### config.mk
export PLATFORM = sky130hd
export DESIGN_NAME = prog_loader
export DESIGN_NICKNAME = d
export VERILOG_FILES = /design/src/rtl/prog_loader_pkg.sv /design/src/rtl/prog_loader_word_assembler.sv /design/src/rtl/prog_loader.sv
export SDC_FILE = /design/constraint.sdc
export NUM_CORES = 1
export LEC_CHECK = 0
export CAP_MARGIN = 5
export CORE_MARGIN = 3
export CORE_UTILIZATION = 48
export DETAILED_ROUTE_END_ITERATION = 12
export PLACE_DENSITY = 0.76
export SETUP_SLACK_MARGIN = 0.02
export SLEW_MARGIN = 20
export SYNTH_ARGS = -nofsm -noshare
export SYNTH_HDL_FRONTEND = slang
export SYNTH_SLANG_ARGS = --single-unit
### constraint.sdc
create_clock -name clk -period 2.3 [get_ports clk]
set_input_delay 0.345 -clock clk [delete_from_list [all_inputs] [get_ports clk]]
set_output_delay 0.345 -clock clk [all_outputs]
set_load 0.1 [all_outputs]
### src/rtl/prog_loader_pkg.sv
// Shared definitions for the program loader: FSM state encodings, word geometry
// and a helper that tells which states take bytes from the stream.
package prog_loader_pkg;

  localparam int WORD_W         = 32;
  localparam int BYTES_PER_WORD = 4;

  typedef enum logic [3:0] {
    ST_IDLE    = 4'd0,
    ST_LEN_LO  = 4'd1,
    ST_LEN_HI  = 4'd2,
    ST_COLLECT = 4'd3,
    ST_WRITE   = 4'd4,
    ST_FIN     = 4'd5,
    ST_CHK     = 4'd6,
    ST_DONE    = 4'd7,
    ST_ERR     = 4'd8
  } state_t;

  // True for states in which the loader offers byte_ready.
  function automatic logic accepts_bytes(input state_t st);
    return (st == ST_LEN_LO) || (st == ST_LEN_HI) ||
           (st == ST_COLLECT) || (st == ST_CHK);
  endfunction

endpackage

### src/rtl/prog_loader_word_assembler.sv
// 8->32 bit little-endian word assembler: each accepted byte enters at the top
// of the shift register, so after four pushes the first byte sits in [7:0].
// word_full flags the push that completes a word.
module prog_loader_word_assembler
  import prog_loader_pkg::*;
(
  input  logic              clk,
  input  logic              reset,
  input  logic              clear,
  input  logic              push,
  input  logic [7:0]        byte_in,
  output logic [WORD_W-1:0] word,
  output logic              word_full
);

  localparam int CNT_W = $clog2(BYTES_PER_WORD);

  logic [WORD_W-1:0] shift_r;
  logic [CNT_W-1:0]  cnt_r;

  // Shift register and byte counter; the counter wraps naturally after the last byte.
  always_ff @(posedge clk or posedge reset) begin
    if (reset) begin
      shift_r <= {WORD_W{1'b0}};
      cnt_r   <= {CNT_W{1'b0}};
    end else if (clear) begin
      cnt_r   <= {CNT_W{1'b0}};
    end else if (push) begin
      shift_r <= {byte_in, shift_r[WORD_W-1:8]};
      cnt_r   <= cnt_r + CNT_W'(1);
    end
  end

  assign word_full = push && (cnt_r == CNT_W'(BYTES_PER_WORD - 1));
  assign word      = shift_r;

endmodule

### src/rtl/prog_loader.sv
// Program loader: receives a length-prefixed byte stream, assembles 32-bit
// little-endian words, writes them to instruction memory from address 0 and
// keeps the CPU in reset until the load has completed.
// Optional feature: define LOADER_CHECKSUM_EN to require a trailing XOR
// checksum byte covering header and program bytes.
module prog_loader
  import prog_loader_pkg::*;
#(
  parameter int ADDR_W = 8,
  parameter int LEN_W  = 16
) (
  input  logic              clk,
  input  logic              reset,
  input  logic              start,
  input  logic [7:0]        byte_in,
  input  logic              byte_valid,
  output logic              byte_ready,
  output logic              imem_we,
  output logic [ADDR_W-1:0] imem_addr,
  output logic [WORD_W-1:0] imem_din,
  output logic              cpu_hold,
  output logic              done,
  output logic              err
);

  localparam logic [LEN_W:0] DEPTH_L = (LEN_W + 1)'(2 ** (ADDR_W - 2));

  state_t            state_r;
  state_t            state_next_s;
  logic              xfer_s;
  logic              start_ok_s;
  logic              push_s;
  logic              word_full_s;
  logic [LEN_W-1:0]  len_s;
  logic [7:0]        len_lo_r;
  logic [LEN_W-1:0]  rem_r;
  logic [ADDR_W-1:0] addr_r;
  logic              byte_ready_r;
  logic              imem_we_r;
  logic              cpu_hold_r;
  logic              done_r;
  logic              err_r;
`ifdef LOADER_CHECKSUM_EN
  logic [7:0]        csum_r;
`endif

  assign xfer_s     = byte_valid && byte_ready_r;
  assign start_ok_s = start && ((state_r == ST_IDLE) || (state_r == ST_DONE) ||
                                (state_r == ST_ERR));
  assign push_s     = xfer_s && (state_r == ST_COLLECT);
  assign len_s      = LEN_W'({byte_in, len_lo_r});

  prog_loader_word_assembler u_asm (
    .clk       (clk),
    .reset     (reset),
    .clear     (start_ok_s),
    .push      (push_s),
    .byte_in   (byte_in),
    .word      (imem_din),
    .word_full (word_full_s)
  );

  // State register.
  always_ff @(posedge clk or posedge reset) begin
    if (reset) begin
      state_r <= ST_IDLE;
    end else begin
      state_r <= state_next_s;
    end
  end

  // Next-state logic; start is honoured only in IDLE, DONE and ERR.
  always_comb begin
    state_next_s = state_r;
    case (state_r)
      ST_IDLE, ST_DONE, ST_ERR: begin
        if (start) state_next_s = ST_LEN_LO;
        else       state_next_s = state_r;
      end
      ST_LEN_LO: begin
        if (xfer_s) state_next_s = ST_LEN_HI;
        else        state_next_s = ST_LEN_LO;
      end
      ST_LEN_HI: begin
        if (!xfer_s)                           state_next_s = ST_LEN_HI;
        else if (len_s == LEN_W'(0))           state_next_s = ST_FIN;
        else if ({1'b0, len_s} > DEPTH_L)      state_next_s = ST_ERR;
        else                                   state_next_s = ST_COLLECT;
      end
      ST_COLLECT: begin
        if (word_full_s) state_next_s = ST_WRITE;
        else             state_next_s = ST_COLLECT;
      end
      ST_WRITE: begin
        if (rem_r == LEN_W'(1)) state_next_s = ST_FIN;
        else                    state_next_s = ST_COLLECT;
      end
      ST_FIN: begin
`ifdef LOADER_CHECKSUM_EN
        state_next_s = ST_CHK;
`else
        state_next_s = ST_DONE;
`endif
      end
      ST_CHK: begin
`ifdef LOADER_CHECKSUM_EN
        if (!xfer_s)                state_next_s = ST_CHK;
        else if (byte_in == csum_r) state_next_s = ST_DONE;
        else                        state_next_s = ST_ERR;
`else
        state_next_s = ST_ERR;
`endif
      end
      default: state_next_s = ST_ERR;
    endcase
  end

  // Datapath: length capture, remaining-word count, write address and checksum.
  always_ff @(posedge clk or posedge reset) begin
    if (reset) begin
      len_lo_r <= 8'h00;
      rem_r    <= {LEN_W{1'b0}};
      addr_r   <= {ADDR_W{1'b0}};
`ifdef LOADER_CHECKSUM_EN
      csum_r   <= 8'h00;
`endif
    end else if (start_ok_s) begin
      rem_r    <= {LEN_W{1'b0}};
      addr_r   <= {ADDR_W{1'b0}};
`ifdef LOADER_CHECKSUM_EN
      csum_r   <= 8'h00;
`endif
    end else begin
`ifdef LOADER_CHECKSUM_EN
      if (xfer_s && (state_r != ST_CHK)) csum_r <= csum_r ^ byte_in;
`endif
      if (xfer_s && (state_r == ST_LEN_LO)) len_lo_r <= byte_in;
      if (xfer_s && (state_r == ST_LEN_HI)) rem_r    <= len_s;
      if (state_r == ST_WRITE) begin
        addr_r <= addr_r + ADDR_W'(4);
        rem_r  <= rem_r - LEN_W'(1);
      end
    end
  end

  // Registered outputs decoded from the state being entered.
  always_ff @(posedge clk or posedge reset) begin
    if (reset) begin
      byte_ready_r <= 1'b0;
      imem_we_r    <= 1'b0;
      cpu_hold_r   <= 1'b1;
      done_r       <= 1'b0;
      err_r        <= 1'b0;
    end else begin
      byte_ready_r <= accepts_bytes(state_next_s);
      imem_we_r    <= (state_next_s == ST_WRITE);
      cpu_hold_r   <= (state_next_s != ST_DONE);
      done_r       <= (state_next_s == ST_DONE);
      err_r        <= (state_next_s == ST_ERR);
    end
  end

  assign byte_ready = byte_ready_r;
  assign imem_we    = imem_we_r;
  assign imem_addr  = addr_r;
  assign cpu_hold   = cpu_hold_r;
  assign done       = done_r;
  assign err        = err_r;

endmodule

# Yosys cells after proc, flatten, opt, wreduce, memory -nomap -nowiden
# Cells that the tools add are included.
# Widths: inputs -> output; s select.
# word_totals
ff_bits	75
latch_bits	0
ramBits	0
mem_bits_ro	0
inputBits	12
memories	0
# op_classes
add_sub_neg	3
mul	0
n_div	0
n_lt_le_gt_ge	1
n_eq_ne	17
n_shift	0
mux	15
bitwise	1
n_reduce_logical	19
# op_table
op	n
$mux 16	3
$eq 4x3->1 const B	6
$pmux 4 s6	1
$eq 16x1->1 const B	1
$eq 4x2->1 const B	4
$gt 16x7->1 const B	1
$logic_not 16->1	1
$mux 4	4
$mux 8	2
$sub 16x1->16 const B	1
$add 8x3->8 const B	1
$eq 4x1->1 const B	2
$eq 4x4->1 const B	2
$logic_and 1x1->1	6
$mux 2	3
$mux 3	2
$logic_or 1x1->1	5
$logic_not 4->1	1
$ne 4x3->1 const B	1
$reduce_and 2->1	2
$reduce_bool 2->1	2
$reduce_bool 3->1	1
$reduce_or 3->1	1
$add 2x1->2 const B	1
2 further kinds	2

# Longest topological paths before layout
# Gate-level depths: netlist of run 1.
# depth
word_depth	9
mapped_depth	8

# Hierarchy
# Synthesis of run 1 repeated with hierarchy kept, for this count alone.
# unflattened
cells_unflattened	308
hier_area_um2	3644.7
# by_module_without_submodules
module	n_inst	cells_per_inst	area_per_inst_um2	seq_area_each_um2
prog_loader	1	230	2185.8	977.2
prog_loader_word_assembler	1	78	1458.9	850.8

# Worst setup path before layout of run 1
# No wires, ideal clock.
# synth_timing
path_kind	reg2reg
from	register byte_ready_r (netlist: byte_ready)
to	register u_asm.shift_r[10] (netlist: u_asm.word[10])
setup_ns	0.126
arrival_ns	2.153
required_time_ns	2.174
slack_ns	0.020
stages_incl_launch_ff	6
n_path_buf	1
period_less_slack_ns	2.280
cell_sequence	dfrtp_1 > and2_1 > nor4b_4 > nand2_4 > buf_6 > mux2_4
# synth_between
elab_chain_len	3
# synth_lines
element	line_no	text
start: declaration	prog_loader.sv:38	logic byte_ready_r;
start signal: assignment	prog_loader.sv:155	byte_ready_r <= accepts_bytes(state_next_s);
$logic_and 1x1->1	prog_loader.sv:47	assign xfer_s = byte_valid && byte_ready_r;
$logic_and 1x1->1	prog_loader.sv:50	assign push_s = xfer_s && (state_r == ST_COLLECT);
$reduce_and 2->1 (no source line)	n/a	
end signal: assignment	prog_loader_word_assembler.sv:24	shift_r <= {WORD_W{1'b0}};
end signal: assignment	prog_loader_word_assembler.sv:29	shift_r <= {byte_in, shift_r[WORD_W-1:8]};
end: declaration	prog_loader_word_assembler.sv:18	logic [WORD_W-1:0] shift_r;
# Every way passes these cells.
# A chain may end at the register's enable or synchronous reset.

# Worst setup path in the final report of run 1
# layout_timing
from	register state_r[2]
to	register rem_r[13]
# layout_between
elab_chain_len	5
elab_cells_between_ends	12
cone_classes	eq/ne (4); mux (2); reduce/logical (6)
# layout_lines
element	line_no	text
start: declaration	prog_loader.sv:28	state_t state_r;
start signal: assignment	prog_loader.sv:68	state_r <= state_next_s;
$eq 4x3->1 / $logic_not 4->1 (equally long branches)	prog_loader.sv:48	assign start_ok_s = start && ((state_r == ST_IDLE) || (state_r == ST_DONE) ||
$logic_or 1x1->1 (2 in series)	prog_loader.sv:48	
$logic_and 1x1->1	prog_loader.sv:48	
$reduce_bool 3->1 (no source line) / $mux 16 (equally long branches)	n/a	
end signal: assignment	prog_loader.sv:122	rem_r <= {LEN_W{1'b0}};
end signal: assignment	prog_loader.sv:128	rem_r <= {LEN_W{1'b0}};
end signal: assignment	prog_loader.sv:138	if (xfer_s && (state_r == ST_LEN_HI)) rem_r <= len_s;
end: declaration	prog_loader.sv:36	logic [LEN_W-1:0] rem_r;
# Parallel ways exist; a longest one is shown, timed or not.

==> flow_summary.ini, run 1 <==
[status]
status = complete, no violations

[route]
drtIter0Drc = 241
vias = 2617
vias_per_cell = 5.63
wl_mm = 8.09
routedWlPerCell_um = 17.4
antenna_left = 0
drc = 0
drt-pass1-iter-count = 4

[worst_setup_path]
setup.worst_path.end_class = flip-flop
worst_ep_required_time_ps = 2530
rr_worst_depth = 6
critPathMaxStageDelay_ps = 530
crit_cells = 6
slowest_stage = dfrtp_1
crit_arrival_ps = 2380
worst-path-max-fanout = 20
rrSetupSlack_ps = 150
cp.buffers_inverters = 1
worstReg2RegEnd = rem_r[13]
rr_startpoint = state_r[2]
critical_path_class = reg -> reg
start_kind = flip-flop
critical_path.cell_chain = nor4b_2 -> and2_1 -> buf_4 -> or3_1 -> o21ai_0 -> a221o_1
cp_top_family = simple AND/OR/NAND/NOR gates

[floorplan]
die_h_um = 92.2
start_util = 0.510
placementRows = 30
dieArea_um2 = 8490
die_w_um = 92.2
io_pins = 57
design.core.area_um2 = 6980

[clock_network]
post_cts_resize_count = 0
root_buffer = clkbuf_8
cts_hold_buf = 0
cts_setup_buffers = 0
cts.sinks = 73
clock_latency_ps = 350
ctsLongestPathBuffers = 2
cts-buffers-inserted = 9
h-tree-depth = 3
clk_pin_slew_ps = 80
tritoncts = built

[synthesis]
synth_edf_count = 0
synthDistinctLibCells = 57
synth_flop_cell = dfrtp_1
synthArstFlopShare = 1.00
yosysWarningCount = 0
synthesis.area_um2 = 3560
syn_inst = 297
syn_area_per_cell_um2 = 12.0
yosysSeqAreaShare = 0.513
synth-seq-cells = 73

[job]
maxCapViolCount = 0

[layout]
post_route_cells_drive_above_1_share = 0.355
fin_cells = 465
area_delta_synth_final_pct = 21.6
fillers = 575
diodes = 0
layout.nets = 380

[sta]
min_period_ps = 2150
hold_viol = 0
fin_ws_ps = 152
fin_skew_ps = 9.17
finalSetupViolCount = 0
fin_crit_sh = 0.934
fin_worst_hold_slack_ps = 356
drv_slew = 0
maxSlewHeadroom = 0.484
fmax_ghz = 0.465
tightest_slew_ps = 770
setup-tns-final_ps = 0
rsz0062_at_grt = false

[place]
portBuffers = 54
globalplace.congestion = 0.839
place_ws_ps = 113
place_hpwl_mm = 5.60
dp_cells = 449

[grt]
grt_pass1_wl_mm = 13.4
grt_usage = 0.202
grt_pass1_vias = 2592
grt_max_degree = 37
antenna_found_initial = 0
globalRouteOverflowTotal = 0

[min_path]
hold_class = in -> async
metrics by stage:
step                       util  cell area (um^2)
after floorplan               -              3570
after global placement    0.593              4140
after detailed placement  0.594              4150
after CTS                 0.620              4330
after global routing      0.620              4330
final                     0.620              4330
Yosys cell counts (2+ instances only):
cell      instances  area share
nor3_1            8       0.011
nor2_1           18       0.019
nand3b_1          3      0.0063
nor4b_4           2       0.013
buf_6             7       0.022
inv_2             2      0.0021
nand4_1           4      0.0070
nor4_1            4      0.0070
a31oi_1           5      0.0088
dfrtp_1          72        0.51
a21oi_1          12       0.017
xor2_1            5       0.012
mux2_2           14       0.044
buf_2             5      0.0070
nand3_1           3      0.0042
ha_1              4       0.014
or4_1             2      0.0042
a221o_1           3      0.0084
o22ai_1           3      0.0053
a32oi_1           4      0.0098
o21ai_0          16       0.022
and2_1            2      0.0035
o211ai_1          3      0.0063
or3_1             3      0.0053
inv_1             7      0.0074
nand2_1          26       0.027
mux2_4           26        0.11
buf_4             4      0.0084
and3_1            2      0.0035
cell usage in the layout, fill, tap and decap left out, types with 3 or more instances in the layout:
cell type        synthesis  routed
a21oi_1                 12      12
a221o_1                  3       3
a31oi_1                  5       5
a32oi_1                  4       4
buf_4                    4      59
clkbuf_8                 0      11
clkdlybuf4s50_1          0      11
dfrtp_1                 72      72
ha_1                     4       4
inv_1                    7       6
inv_2                    2       3
mux2_2                  14      14
mux2_4                  26      26
nand2_1                 26      26
nand3_1                  3       3
nand3b_1                 3       3
nand4_1                  4       4
nor2_1                  18      18
nor3_1                   8       7
nor4_1                   4       4
o211ai_1                 3       3
o21ai_0                 16      16
o22ai_1                  3       3
or3_1                    3       3
xor2_1                   5       5
how the worst max path moves through the flow:
stage,to,from
after floorplan,u_asm.word[10],byte_ready
after global placement,rem_r[11],byte_valid
after detailed placement,byte_ready,byte_valid
after CTS,rem_r[13],state_r[2]
after global routing,rem_r[13],state_r[2]
final,rem_r[13],state_r[2]
cell families after synthesis:
kind of cell	synth area share
multiplexers	0.157
other	0.00105
AND/OR/NAND/NOR	0.149
AO/OA/AOI/OAI	0.104
adder cells (fa/ha/maj)	0.0140
buffers and inverters	0.0481
flip-flops	0.513
XOR/XNOR	0.0147
per-layer routing:
metal | vias up | routed length, um | global-route usage
met5 | - | 0 | 0
met1 | 1325 | 3630 | 0.273
met2 | 70 | 4010 | 0.321
met4 | 0 | 112 | 0.0718
met3 | 10 | 333 | 0.0418
li1 | 1212 | - | -
state kept, by name, indices dropped and copies added, names as in the netlist:
name         count
state_r          4
imem_addr        6
u_asm.cnt_r      2
err              1
u_asm.word      32
cpu_hold         1
len_lo_r         8
byte_ready       1
rem_r           16
imem_we          1
done             1
layout make-up:
| type | count | area, um^2 | share of cell area |
|---|---|---|---|
| Tap cell | 96 | 120 | 0.0277 |
| Timing Repair Buffer | 72 | 593 | 0.137 |
| Sequential cell | 73 | 1830 | 0.422 |
| Inverter | 9 | 33.8 | 0.00780 |
| Multi-Input combinational cell | 199 | 1570 | 0.363 |
| Clock inverter | 3 | 25.0 | 0.00578 |
| Clock buffer | 13 | 159 | 0.0367 |
Power of run 1 is left out: the tool's default activity adds up to more than one toggle a clock period on the data nets, which glitch-free logic cannot reach.
==> run 2, diff against run 1 <==
REMOVE_ABC_BUFFERS = 1   (was unset)
==> run 2 against run 1 <==
- wire length fell by 10%
- sequential share of layout area barely moved
- design area is essentially flat
- via count decreased by 2.9%
- flip-flop and latch count unchanged
- fmax up 4.9%
- core utilization about the same
- hold slack about the same
- non-clock buffer count shrank 3
==> flow_summary.ini, run 2 (synthesized netlist as in run 1, its figures left out) <==
[place]
place_hpwl_mm = 5.02
portBuffers = 54
dp_cells = 446
globalplace.congestion = 0.834

[clock_network]
h-tree-depth = 3
root_buffer = clkbuf_8
ctsLongestPathBuffers = 2
cts.sinks = 73
clock_latency_ps = 350
tritoncts = built
post_cts_resize_count = 0
clk_pin_slew_ps = 80
cts_setup_buffers = 0
cts-buffers-inserted = 9
cts_hold_buf = 0

[route]
drc = 0
drt-pass1-iter-count = 5
vias = 2541
drtIter0Drc = 115
antenna_left = 0
routedWlPerCell_um = 15.7
wl_mm = 7.25
vias_per_cell = 5.50

[floorplan]
dieArea_um2 = 8490
design.core.area_um2 = 6980
die_h_um = 92.2
placementRows = 30
io_pins = 57
start_util = 0.510
die_w_um = 92.2

[grt]
grt_pass1_vias = 2487
grt_max_degree = 74
antenna_found_initial = 0
grt_pass1_wl_mm = 12.5
grt_usage = 0.186
globalRouteOverflowTotal = 0

[worst_setup_path]
rr_worst_depth = 6
setup.worst_path.end_class = flip-flop
worst-path-max-fanout = 20
crit_arrival_ps = 2280
worstReg2RegEnd = rem_r[13]
critical_path_class = reg -> reg
rr_startpoint = state_r[2]
worst_ep_required_time_ps = 2540
rrSetupSlack_ps = 250
start_kind = flip-flop

[sta]
finalSetupViolCount = 0
fin_crit_sh = 0.891
min_period_ps = 2050
tightest_slew_ps = 728
fin_skew_ps = 9.58
setup-tns-final_ps = 0
fmax_ghz = 0.488
fin_worst_hold_slack_ps = 356
rsz0062_at_grt = false
maxSlewHeadroom = 0.512
hold_viol = 0
drv_slew = 0

[layout]
area_delta_synth_final_pct = 21.5
fin_cells = 462
post_route_cells_drive_above_1_share = 0.352
layout_common_cells = dfrtp_1 (72), buf_4 (56), mux2_4 (26), nand2_1 (26), nor2_1 (18)
largest_reg_flops = 32
final_common_cell = dfrtp_1
layout.nets = 377
diodes = 0

[min_path]
hold_class = in -> async

[job]
maxCapViolCount = 0

[status]
status = complete, no violations
[run 2: cell count changes in the layout (fill, tap and decap cells not counted), sizes merged]
cell,delta
buf,-3
clkbuf,-2
inv,+2
clkinv,-2
clkinvlp,+1
bufinv,+1
[run 2: worst max path at each step]
stage / to / cells after the start / from
finish: rem_r[13] / 6 / state_r[2]
global route: rem_r[13] / 6 / state_r[2]
CTS: rem_r[13] / 6 / state_r[2]
detailed placement: byte_ready / 6 / byte_in[6]
global placement: rem_r[11] / 6 / byte_valid
floorplan: u_asm.word[0] / 4 / byte_ready
[run 2: cell type report]
type	count	area, um^2
Clock buffer	11	141
Tap cell	96	120
Multi-Input combinational cell	199	1570
Inverter	9	33.8
Fill cell	572	2650
Sequential cell	73	1830
Clock inverter	5	62.6
Timing Repair Buffer	69	571
[run 2: critical path: stages (launching register included)]
cell and delay [ps]:
dfrtp_1 520, nor4b_2 370, and2_1 220, buf_4 250, or3_1 180, o21ai_0 100
a221o_1 300
[run 2: layer usage]
layer,track usage,up-vias,share of wire
li1,-,1200,-
met1,0.255,1240,0.45
met2,0.284,88,0.48
met3,0.0377,13,0.051
met4,0.0829,0,0.020
met5,0,-,0
[run 2: stage by stage]
| stage | instance area, um^2 | util | setup WS [ps] |
|---|---|---|---|
| global route | 4330 | 0.620 | 108 |
| detailed placement | 4130 | 0.591 | 14.9 |
| CTS | 4330 | 0.620 | 271 |
| floorplan | 3430 | - | -113 |
| global placement | 4120 | 0.590 | -156 |
| finish | 4330 | 0.620 | 252 |
Power of run 2 is left out for the same reason.
==> run 3, diff against run 2 <==
CORE_MARGIN = unset   (was 3)
==> run 3 against run 2 <==
- core utilization fell by 1.8 points
- cell count rose by 0.87%
- non-clock buffer count rose by 3
- highest routed layer unchanged
==> flow_summary.ini, run 3 (synthesized netlist as in run 1, its figures left out) <==
[status]
status = complete, no violations

[place]
place_ws_ps = -84.3
place_hpwl_mm = 5.25
globalplace.congestion = 0.856
portBuffers = 54
dp_cells = 450

[sta]
drv_slew = 0
finalSetupViolCount = 0
fin_ws_ps = 199
rsz0062_at_grt = true
setup-tns-final_ps = 0
fmax_ghz = 0.476
hold_viol = 0
min_period_ps = 2100
fin_skew_ps = 8.75
fin_crit_sh = 0.913
maxSlewHeadroom = 0.492
tightest_slew_ps = 758

[floorplan]
die_h_um = 88.2
start_util = 0.494
die_w_um = 88.2
placementRows = 31
io_pins = 57
design.core.area_um2 = 7210
dieArea_um2 = 7770

[grt]
grt_max_degree = 37
grt_usage = 0.208
grt_pass1_wl_mm = 12.1
globalRouteOverflowTotal = 0
antenna_found_initial = 0
grt_pass1_vias = 2454

[layout]
diodes = 0
final_common_cell = dfrtp_1
layout_common_cells = dfrtp_1 (72), buf_4 (59), mux2_4 (26), nand2_1 (26), nor2_1 (18)
largest_reg_flops = 32
multi_input_area_um2 = 1570
fillers = 604
fin_cells = 466
register_area_um2 = 1830
post_route_cells_drive_above_1_share = 0.357
layout.nets = 380
area_delta_synth_final_pct = 21.9

[worst_setup_path]
slowest_stage = clkdlybuf4s50_1
critPathMaxStageDelay_ps = 500
crit_arrival_ps = 2350
worst_ep_required_time_ps = 2550
critical_path.cell_chain = clkdlybuf4s50_1 -> nor4_1 -> nand3_1 -> a21oi_1 -> a211o_1 -> mux2i_1
endpoint = byte_ready
start_kind = primary input
critical_path_class = in -> reg
rrSetupSlack_ps = 220
worst-path-max-fanout = 4
rr_worst_depth = 5
rr_startpoint = state_r[3]
worstReg2RegEnd = rem_r[11]
crit_start = byte_in[6]
setup.worst_path.end_class = flip-flop

[clock_network]
cts-buffers-inserted = 9
tritoncts = built
clk_pin_slew_ps = 80
ctsLongestPathBuffers = 2
root_buffer = clkbuf_8
post_cts_resize_count = 0
h-tree-depth = 3
cts.sinks = 73
clock_latency_ps = 340

[route]
drt-pass1-iter-count = 4
drc = 0
drtIter0Drc = 124
wl_mm = 7.50
routedWlPerCell_um = 16.1
vias = 2560
vias_per_cell = 5.49
antenna_left = 0

[job]
maxCapViolCount = 0

[min_path]
hold_class = in -> async
-- run 3: layer usage --
metal	wire length, um	vias up	global-route usage	part of all wire
met3	285	5	0.0509	0.038
met1	3400	1287	0.275	0.45
met2	3730	66	0.332	0.50
met5	0	-	0	0
met4	89	0	0.0748	0.012
li1	-	1202	-	-
-- run 3: stage by stage --
| step | util | hold WS (ps) | cell area, um^2 |
|---|---|---|---|
| 3_5_place_dp | 0.573 | 500 | 4140 |
| 2_1_floorplan | - | 461 | 3430 |
| 4_1_cts | 0.600 | 334 | 4330 |
| 5_1_grt | 0.602 | 357 | 4340 |
| 6_report | 0.602 | 322 | 4340 |
| 3_3_place_gp | 0.573 | 485 | 4130 |
-- run 3: worst min-delay path by stage --
stage                   start        endpoint  slack [ps]  cells after the start
3_3_place_gp   u_asm.cnt_r[0]  u_asm.cnt_r[0]         480                      1
3_5_place_dp    u_asm.word[3]   u_asm.word[3]         500                      1
4_1_cts                 reset   u_asm.word[1]         330                      2
5_1_grt                 reset   u_asm.word[0]         360                      2
6_report                reset   u_asm.word[1]         320                      2
2_1_floorplan      byte_in[4]       rem_r[12]         460                      2
-- run 3: final cells by class --
type	instances	share of cell area
sequential	73	0.421
timing repair buffer	72	0.137
clock inverter	4	0.0127
multi-input combinational	199	0.362
clock buffer	10	0.0317
tap	99	0.0285
inverter	9	0.00778
-- run 3: repair_timing --
action,in CTS,in global routing
setup endpoints to repair,0,1
endpoints found under the hold margin,0,0
buffers inserted,0,2
hold buffers,0,0
-- run 3: worst max-delay path, delay by kind of cell --
family,cells,cell delay [ps]
buf+inv,1,500
mux,1,260
simple gates,2,700
compound gates,2,550
Power of run 3 is left out for the same reason.
